==> src/rtl/ascon_perm_ctrl_if.sv <==
// Register-block / round-unit bus of the ASCON permutation sequencer.
// The slave modport is the sequencer; master is the register file plus round datapath.
interface ascon_perm_ctrl_if #(
   parameter int CNT_W = 4
);
   logic                   start_i;
   logic                   abort_i;
   logic [CNT_W-1:0]       rounds_i;
   logic [4:0][63:0]       state_i;
   logic [4:0][63:0]       state_o;
   logic                   update_state_o;
   logic                   finished_o;
   logic                   busy_o;
   logic [4:0][63:0]       round_state_o;
   logic [7:0]             round_const_o;
   logic [4:0][63:0]       round_state_i;

   modport slave (
      input  start_i, abort_i, rounds_i, state_i, round_state_i,
      output state_o, update_state_o, finished_o, busy_o,
             round_state_o, round_const_o
   );

   modport master (
      output start_i, abort_i, rounds_i, state_i, round_state_i,
      input  state_o, update_state_o, finished_o, busy_o,
             round_state_o, round_const_o
   );
endinterface

==> src/rtl/ascon_perm_ctrl.sv <==
// ASCON permutation sequencer: latches the state, steps an external round unit
// for n rounds with the matching round constants, then strobes the result back.
//
//   state | meaning
//   IDLE  | waiting for a start rising edge
//   RUN   | one round per cycle, state reg takes the round unit result
//   DONE  | one cycle of update/finished, then back to IDLE
module ascon_perm_ctrl #(
   parameter int MAX_ROUNDS = 12,
   parameter int CNT_W      = 4
) (
   input  logic                clk_i,
   input  logic                rst_n_i,
   ascon_perm_ctrl_if.slave    bus
);

   typedef enum logic [1:0] {
      IDLE = 2'd0,
      RUN  = 2'd1,
      DONE = 2'd2
   } fsm_t;

   localparam logic [CNT_W-1:0] MAX_N = CNT_W'(MAX_ROUNDS);
   localparam logic [CNT_W-1:0] ONE   = CNT_W'(1);

   fsm_t               fsm_q;
   logic [4:0][63:0]   st_q;
   logic [CNT_W-1:0]   cnt_q;
   logic [CNT_W-1:0]   n_q;
   logic               start_q;
   logic               busy_q;
   logic               upd_q;
   logic               fin_q;
   logic [7:0]         rc_q;

   logic               start_evt;
   logic [CNT_W-1:0]   n_dec;
   logic [CNT_W-1:0]   cnt_nxt;

   assign start_evt = bus.start_i & ~start_q;
   assign n_dec     = (bus.rounds_i == '0 || bus.rounds_i > MAX_N) ? MAX_N : bus.rounds_i;
   assign cnt_nxt   = cnt_q + ONE;

   // Constant index runs from MAX_ROUNDS-n up to MAX_ROUNDS-1, so short
   // permutations use the tail of the full-permutation constant sequence.
   function automatic logic [7:0] rc_of(input logic [CNT_W-1:0] n,
                                        input logic [CNT_W-1:0] k);
      logic [CNT_W-1:0] idx;
      logic [3:0]       lo;
      idx = MAX_N - n + k;
      lo  = 4'(idx);
      return {4'hF - lo, lo};
   endfunction

   always_ff @(posedge clk_i or negedge rst_n_i) begin
      if (!rst_n_i) begin
         fsm_q   <= IDLE;
         st_q    <= '0;
         cnt_q   <= '0;
         n_q     <= '0;
         start_q <= 1'b0;
         busy_q  <= 1'b0;
         upd_q   <= 1'b0;
         fin_q   <= 1'b0;
         rc_q    <= 8'h00;
      end else begin
         start_q <= bus.start_i;
         case (fsm_q)
            IDLE: begin
               if (start_evt && !bus.abort_i) begin
                  st_q   <= bus.state_i;
                  cnt_q  <= '0;
                  n_q    <= n_dec;
                  rc_q   <= rc_of(n_dec, '0);
                  busy_q <= 1'b1;
                  fsm_q  <= RUN;
               end
            end
            RUN: begin
               if (bus.abort_i) begin
                  rc_q   <= 8'h00;
                  busy_q <= 1'b0;
                  fsm_q  <= IDLE;
               end else begin
                  st_q  <= bus.round_state_i;
                  cnt_q <= cnt_nxt;
                  if (cnt_q == n_q - ONE) begin
                     rc_q  <= 8'h00;
                     upd_q <= 1'b1;
                     fin_q <= 1'b1;
                     fsm_q <= DONE;
                  end else begin
                     rc_q <= rc_of(n_q, cnt_nxt);
                  end
               end
            end
            DONE: begin
               upd_q  <= 1'b0;
               fin_q  <= 1'b0;
               busy_q <= 1'b0;
               fsm_q  <= IDLE;
            end
            default: begin
               rc_q   <= 8'h00;
               upd_q  <= 1'b0;
               fin_q  <= 1'b0;
               busy_q <= 1'b0;
               fsm_q  <= IDLE;
            end
         endcase
      end
   end

   assign bus.state_o        = st_q;
   assign bus.round_state_o  = st_q;
   assign bus.round_const_o  = rc_q;
   assign bus.busy_o         = busy_q;
   assign bus.update_state_o = upd_q;
   assign bus.finished_o     = fin_q;

endmodule

==> src/flat_wrapper.sv <==
// flat-port wrapper written by rule: the top's interface ports become plain ports
module ascon_perm_ctrl_flat 
#(
   parameter int MAX_ROUNDS = 12,
   parameter int CNT_W      = 4
)
  (clk_i, rst_n_i, bus_start_i, bus_abort_i, bus_rounds_i, bus_state_i, bus_round_state_i, bus_state_o, bus_update_state_o, bus_finished_o, bus_busy_o, bus_round_state_o, bus_round_const_o);
  ascon_perm_ctrl_if #(.CNT_W(CNT_W)) bus_i ();
  input  logic clk_i;
  input  logic rst_n_i;
  input wire logic [$bits(bus_i.start_i)-1:0] bus_start_i;
  input wire logic [$bits(bus_i.abort_i)-1:0] bus_abort_i;
  input wire logic [$bits(bus_i.rounds_i)-1:0] bus_rounds_i;
  input wire logic [$bits(bus_i.state_i)-1:0] bus_state_i;
  input wire logic [$bits(bus_i.round_state_i)-1:0] bus_round_state_i;
  output wire logic [$bits(bus_i.state_o)-1:0] bus_state_o;
  output wire logic [$bits(bus_i.update_state_o)-1:0] bus_update_state_o;
  output wire logic [$bits(bus_i.finished_o)-1:0] bus_finished_o;
  output wire logic [$bits(bus_i.busy_o)-1:0] bus_busy_o;
  output wire logic [$bits(bus_i.round_state_o)-1:0] bus_round_state_o;
  output wire logic [$bits(bus_i.round_const_o)-1:0] bus_round_const_o;
  assign bus_i.start_i = bus_start_i;
  assign bus_i.abort_i = bus_abort_i;
  assign bus_i.rounds_i = bus_rounds_i;
  assign bus_i.state_i = bus_state_i;
  assign bus_i.round_state_i = bus_round_state_i;
  assign bus_state_o = bus_i.state_o;
  assign bus_update_state_o = bus_i.update_state_o;
  assign bus_finished_o = bus_i.finished_o;
  assign bus_busy_o = bus_i.busy_o;
  assign bus_round_state_o = bus_i.round_state_o;
  assign bus_round_const_o = bus_i.round_const_o;
  ascon_perm_ctrl #(.MAX_ROUNDS(MAX_ROUNDS), .CNT_W(CNT_W)) u_core (.clk_i(clk_i), .rst_n_i(rst_n_i), .bus(bus_i));
endmodule
==> config.mk <==
export PLATFORM = sky130hd
export DESIGN_NAME = ascon_perm_ctrl_flat
export DESIGN_NICKNAME = d
export VERILOG_FILES = /design/src/rtl/ascon_perm_ctrl_if.sv /design/src/rtl/ascon_perm_ctrl.sv /design/src/flat_wrapper.sv
export SDC_FILE = /design/constraint.sdc
export NUM_CORES = 1
export LEC_CHECK = 0
export CORE_AREA = 5 5 509 511
export DETAILED_ROUTE_END_ITERATION = 10
export DIE_AREA = 0 0 514 516
export PLACE_DENSITY = 0.3
export SETUP_SLACK_MARGIN = 0.1
export SLEW_MARGIN = 20
export SYNTH_ARGS = -nofsm -noshare
export SYNTH_HDL_FRONTEND = slang
export SYNTH_SLANG_ARGS = --single-unit
==> constraint.sdc <==
create_clock -name clk_i -period 4.05 [get_ports clk_i]
set_clock_uncertainty 0.15 [all_clocks]
set_input_delay 1.215 -clock clk_i [delete_from_list [all_inputs] [get_ports clk_i]]
set_output_delay 1.215 -clock clk_i [all_outputs]
set_load 0.05 [all_outputs]
==> impl_metrics.json <==
{
  "status": "finished, final reports clean",
  "seq_power_share_pct": 22.8,
  "cts_buffer_depth": 3,
  "final_nets": 3462,
  "grt.total_usage_pct": 11.9,
  "cts.repair.resized": 0,
  "swShare_pct": 53.4,
  "synth_cells": 1821,
  "multi_input_area_mm2": 0.00665,
  "std_cell_rows": 185,
  "syn-num-nets": 2477,
  "cp.arrival_ns": 2.24,
  "grt_pass1_vias": 18100,
  "grt_overflow": 0,
  "synth_edf_count": 0,
  "post-dp-hpwl_um": 145000,
  "finalSetupViolations": 0,
  "ys_types": 41,
  "synthTopCellsByArea": "dfrtp_1 47%, mux2i_1 17%, buf_4 15%",
  "fillCellCount": 28600,
  "synth_top_area_share_pct": 46.6,
  "dieArea_mm2": 0.265,
  "chipWidth_um": 514,
  "syn_to_final_growth_pct": 89.9,
  "p_leak_nw": 13.0,
  "drv_slew": 0,
  "cp_max_fo": 3,
  "pwr-share-clk_pct": 19.7,
  "finalInstanceArea_mm2": 0.0348,
  "seq_area_mm2": 0.00853,
  "clk_latency_ns": 0.68,
  "drv_cap": 0,
  "slowest_delay_ns": 0.94,
  "antenna_found_initial": 112,
  "vdd_ir_drop_max_uv": 292,
  "rr_startpoint": "u_core.cnt_q[0]$_DFFE_PN0P_",
  "cts_setup_buffers": 0,
  "die_h_um": 516,
  "core_mm2": 0.253,
  "tns_ns": 0,
  "clock-sinks": 341,
  "p_sw_mw": 13.0,
  "period_needed_ns": 3.60,
  "cts-buffers-inserted": 51,
  "wl_um": 165000,
  "hp-class": "flip-flop to flip-flop",
  "worstSetupEndpointType": "output pin",
  "place_congestion": 0.803,
  "yosysWarnings": 0,
  "clk_pin_slew_ns": 0.06,
  "p_int_mw": 11.3,
  "grt_max_degree": 78,
  "hold_viol": 0,
  "synth_top_cell_by_area": "dfrtp_1",
  "netlist_top_cells_count": "361 x buf_4, 341 x dfrtp_1, 335 x nand2_1",
  "drt_iter0_markers": 735,
  "slowest_stage": "clkdlybuf4s50_1",
  "max_slew.worst_pin.slew_ns": 0.936,
  "min_from": "u_core.bus.round_const_o[6]$_DFFE_PN0P_",
  "synthFlopType": "dfrtp_1",
  "path_delay_family": "buffers and inverters",
  "path_class": "flip-flop to output pin",
  "drc": 0,
  "pwr-share-comb_pct": 57.5,
  "dpl_cell_area_mm2": 0.0330,
  "cts_tree": "yes",
  "cts_max_level": 2,
  "cp_data_required_time_ns": 2.68,
  "detail_route.wl_per_cell_um": 26.5,
  "critPathBufInv": 1,
  "slew_headroom_pct": 37.4,
  "drive_above_1_share_pct": 6.84,
  "fmax_mhz": 278,
  "vias": 17100,
  "worstSetupStartpointType": "flip-flop",
  "first_pass_iters": 5,
  "p_per_area_mw_per_mm2": 699,
  "grt_pass1_wl_um": 205000,
  "cts-root-buf": "clkbuf_16",
  "postRouteAntennaNets": 0,
  "cp-startpoint": "u_core.bus.round_state_o[229]$_DFFE_PN0P_",
  "ys_ff_latch": 341,
  "netlist_area_mm2": 0.0183,
  "initial_core_util_pct": 7.23,
  "synthArstFlopShare_pct": 100,
  "cts_hold_buf": 0,
  "ios": 1299,
  "synth_seq_area_share_pct": 46.6,
  "period_share_pct": 88.9,
  "via_per_inst": 2.75,
  "crit_chain": "clkdlybuf4s50_1",
  "port_buffers": 1298,
  "synth_most_common_cell": "buf_4",
  "rsz0062_at_grt": "false",
  "synth.avg_cell_area_um2": 10.1
}
==> placed cells by master, fill, tap and decap left out, types with 2 or more instances in the layout <==
cell and count:
clkbuf_1 3, nor3_1 4, nand3_1 2, clkinv_2 14, nand2_1 335, clkbuf_8 7
inv_1 7, mux2i_1 320, clkbuf_16 51, o22ai_1 2, ha_1 7, buf_12 12
diode_2 13, clkinv_4 2, dfrtp_1 341, clkinv_8 2, o21ai_1 328, nor2b_1 3
clkdlybuf4s50_1 1272, o221ai_2 3, buf_4 77, nor2_1 4, inv_6 3, bufinv_16 5
xnor2_1 5, and2_1 2, clkinvlp_4 8, a221o_1 3, a21oi_1 3, xor2_1 2
==> through the flow <==
stage          utilization [%]  hold slack [ns]  worst slack [ns]  instances  total power, mW
6_report                  13.7            0.356             0.450       6228             24.3
5_1_grt                   13.7            0.367             0.320       6217             25.4
4_1_cts                   13.7            0.335             0.291       6215             25.0
3_5_place_dp              13.0            0.339             0.699       6119             19.9
3_3_place_gp              13.0            0.343             0.703       6119             20.0
2_1_floorplan                -            0.328              1.45       1821             14.2
==> path summary, 6_finish.rpt <==
| check | end | slack, ns | depth (start not counted) |
|---|---|---|---|
| max | bus_state_o[229] | 0.45 | 1 |
| min | u_core.bus.round_const_o[6]$_DFFE_PN0P_ | 0.36 | 2 |
| max reg2reg | u_core.bus.round_const_o[3]$_DFFE_PN0P_ | 1.27 | 8 |
| min reg2reg | u_core.bus.round_const_o[6]$_DFFE_PN0P_ | 0.36 | 2 |
| max in group asynchronous | u_core.bus.round_state_o[238]$_DFFE_PN0P_ | 2.40 | 2 |
| min in group asynchronous | u_core.bus.round_state_o[137]$_DFFE_PN0P_ | 0.40 | 1 |
==> per-layer routing <==
metal | global-route usage [%] | up-vias | part of all wire (%)
li1 | - | 7846 | -
met1 | 13.1 | 7909 | 38
met2 | 19.6 | 975 | 46
met3 | 7.54 | 248 | 14
met4 | 1.84 | 118 | 1.5
met5 | 0 | - | 0.47
==> cells by family after synthesis <==
kind of cell / synth area share (%)
flip-flops: 46.6
XOR/XNOR: 0.546
AND/OR/NAND/NOR: 7.60
AO/OA/AOI/OAI: 10.0
buffers and inverters: 17.2
adder cells (fa/ha/maj): 0.587
multiplexers: 17.5
==> registers in the layout, summed over array words and instances (netlist names) <==
| register | flops |
|---|---|
| u_core.cnt_q | 4 |
| u_core.start_q | 1 |
| u_core.n_q | 4 |
| u_core.bus.round_const_o | 8 |
| u_core.bus.busy_o | 1 |
| u_core.bus.update_state_o | 1 |
| u_core.bus.round_state_o | 320 |
| u_core.fsm_q | 2 |
==> power by group through the flow <==
| stage | logic (mW) | registers, mW | clock network, mW |
|---|---|---|---|
| CTS | 14.3 | 5.62 | 5.09 |
| global route | 14.6 | 5.71 | 5.14 |
| detailed placement | 14.3 | 5.65 | 0 |
| finish | 14.0 | 5.54 | 4.79 |
| global placement | 14.3 | 5.62 | 0 |
| floorplan | 6.03 | 8.19 | 0 |
==> layout make-up <==
| cell class | count | area share, % |
|---|---|---|
| Clock inverter | 35 | 1.08 |
| Multi-Input combinational cell | 1043 | 19.1 |
| Clock buffer | 61 | 3.98 |
| Sequential cell | 341 | 24.5 |
| Antenna cell | 13 | 0.0935 |
| Tap cell | 3366 | 12.1 |
| Inverter | 7 | 0.0755 |
| Timing Repair Buffer | 1362 | 39.0 |
Power figures use the tool's default switching activity.
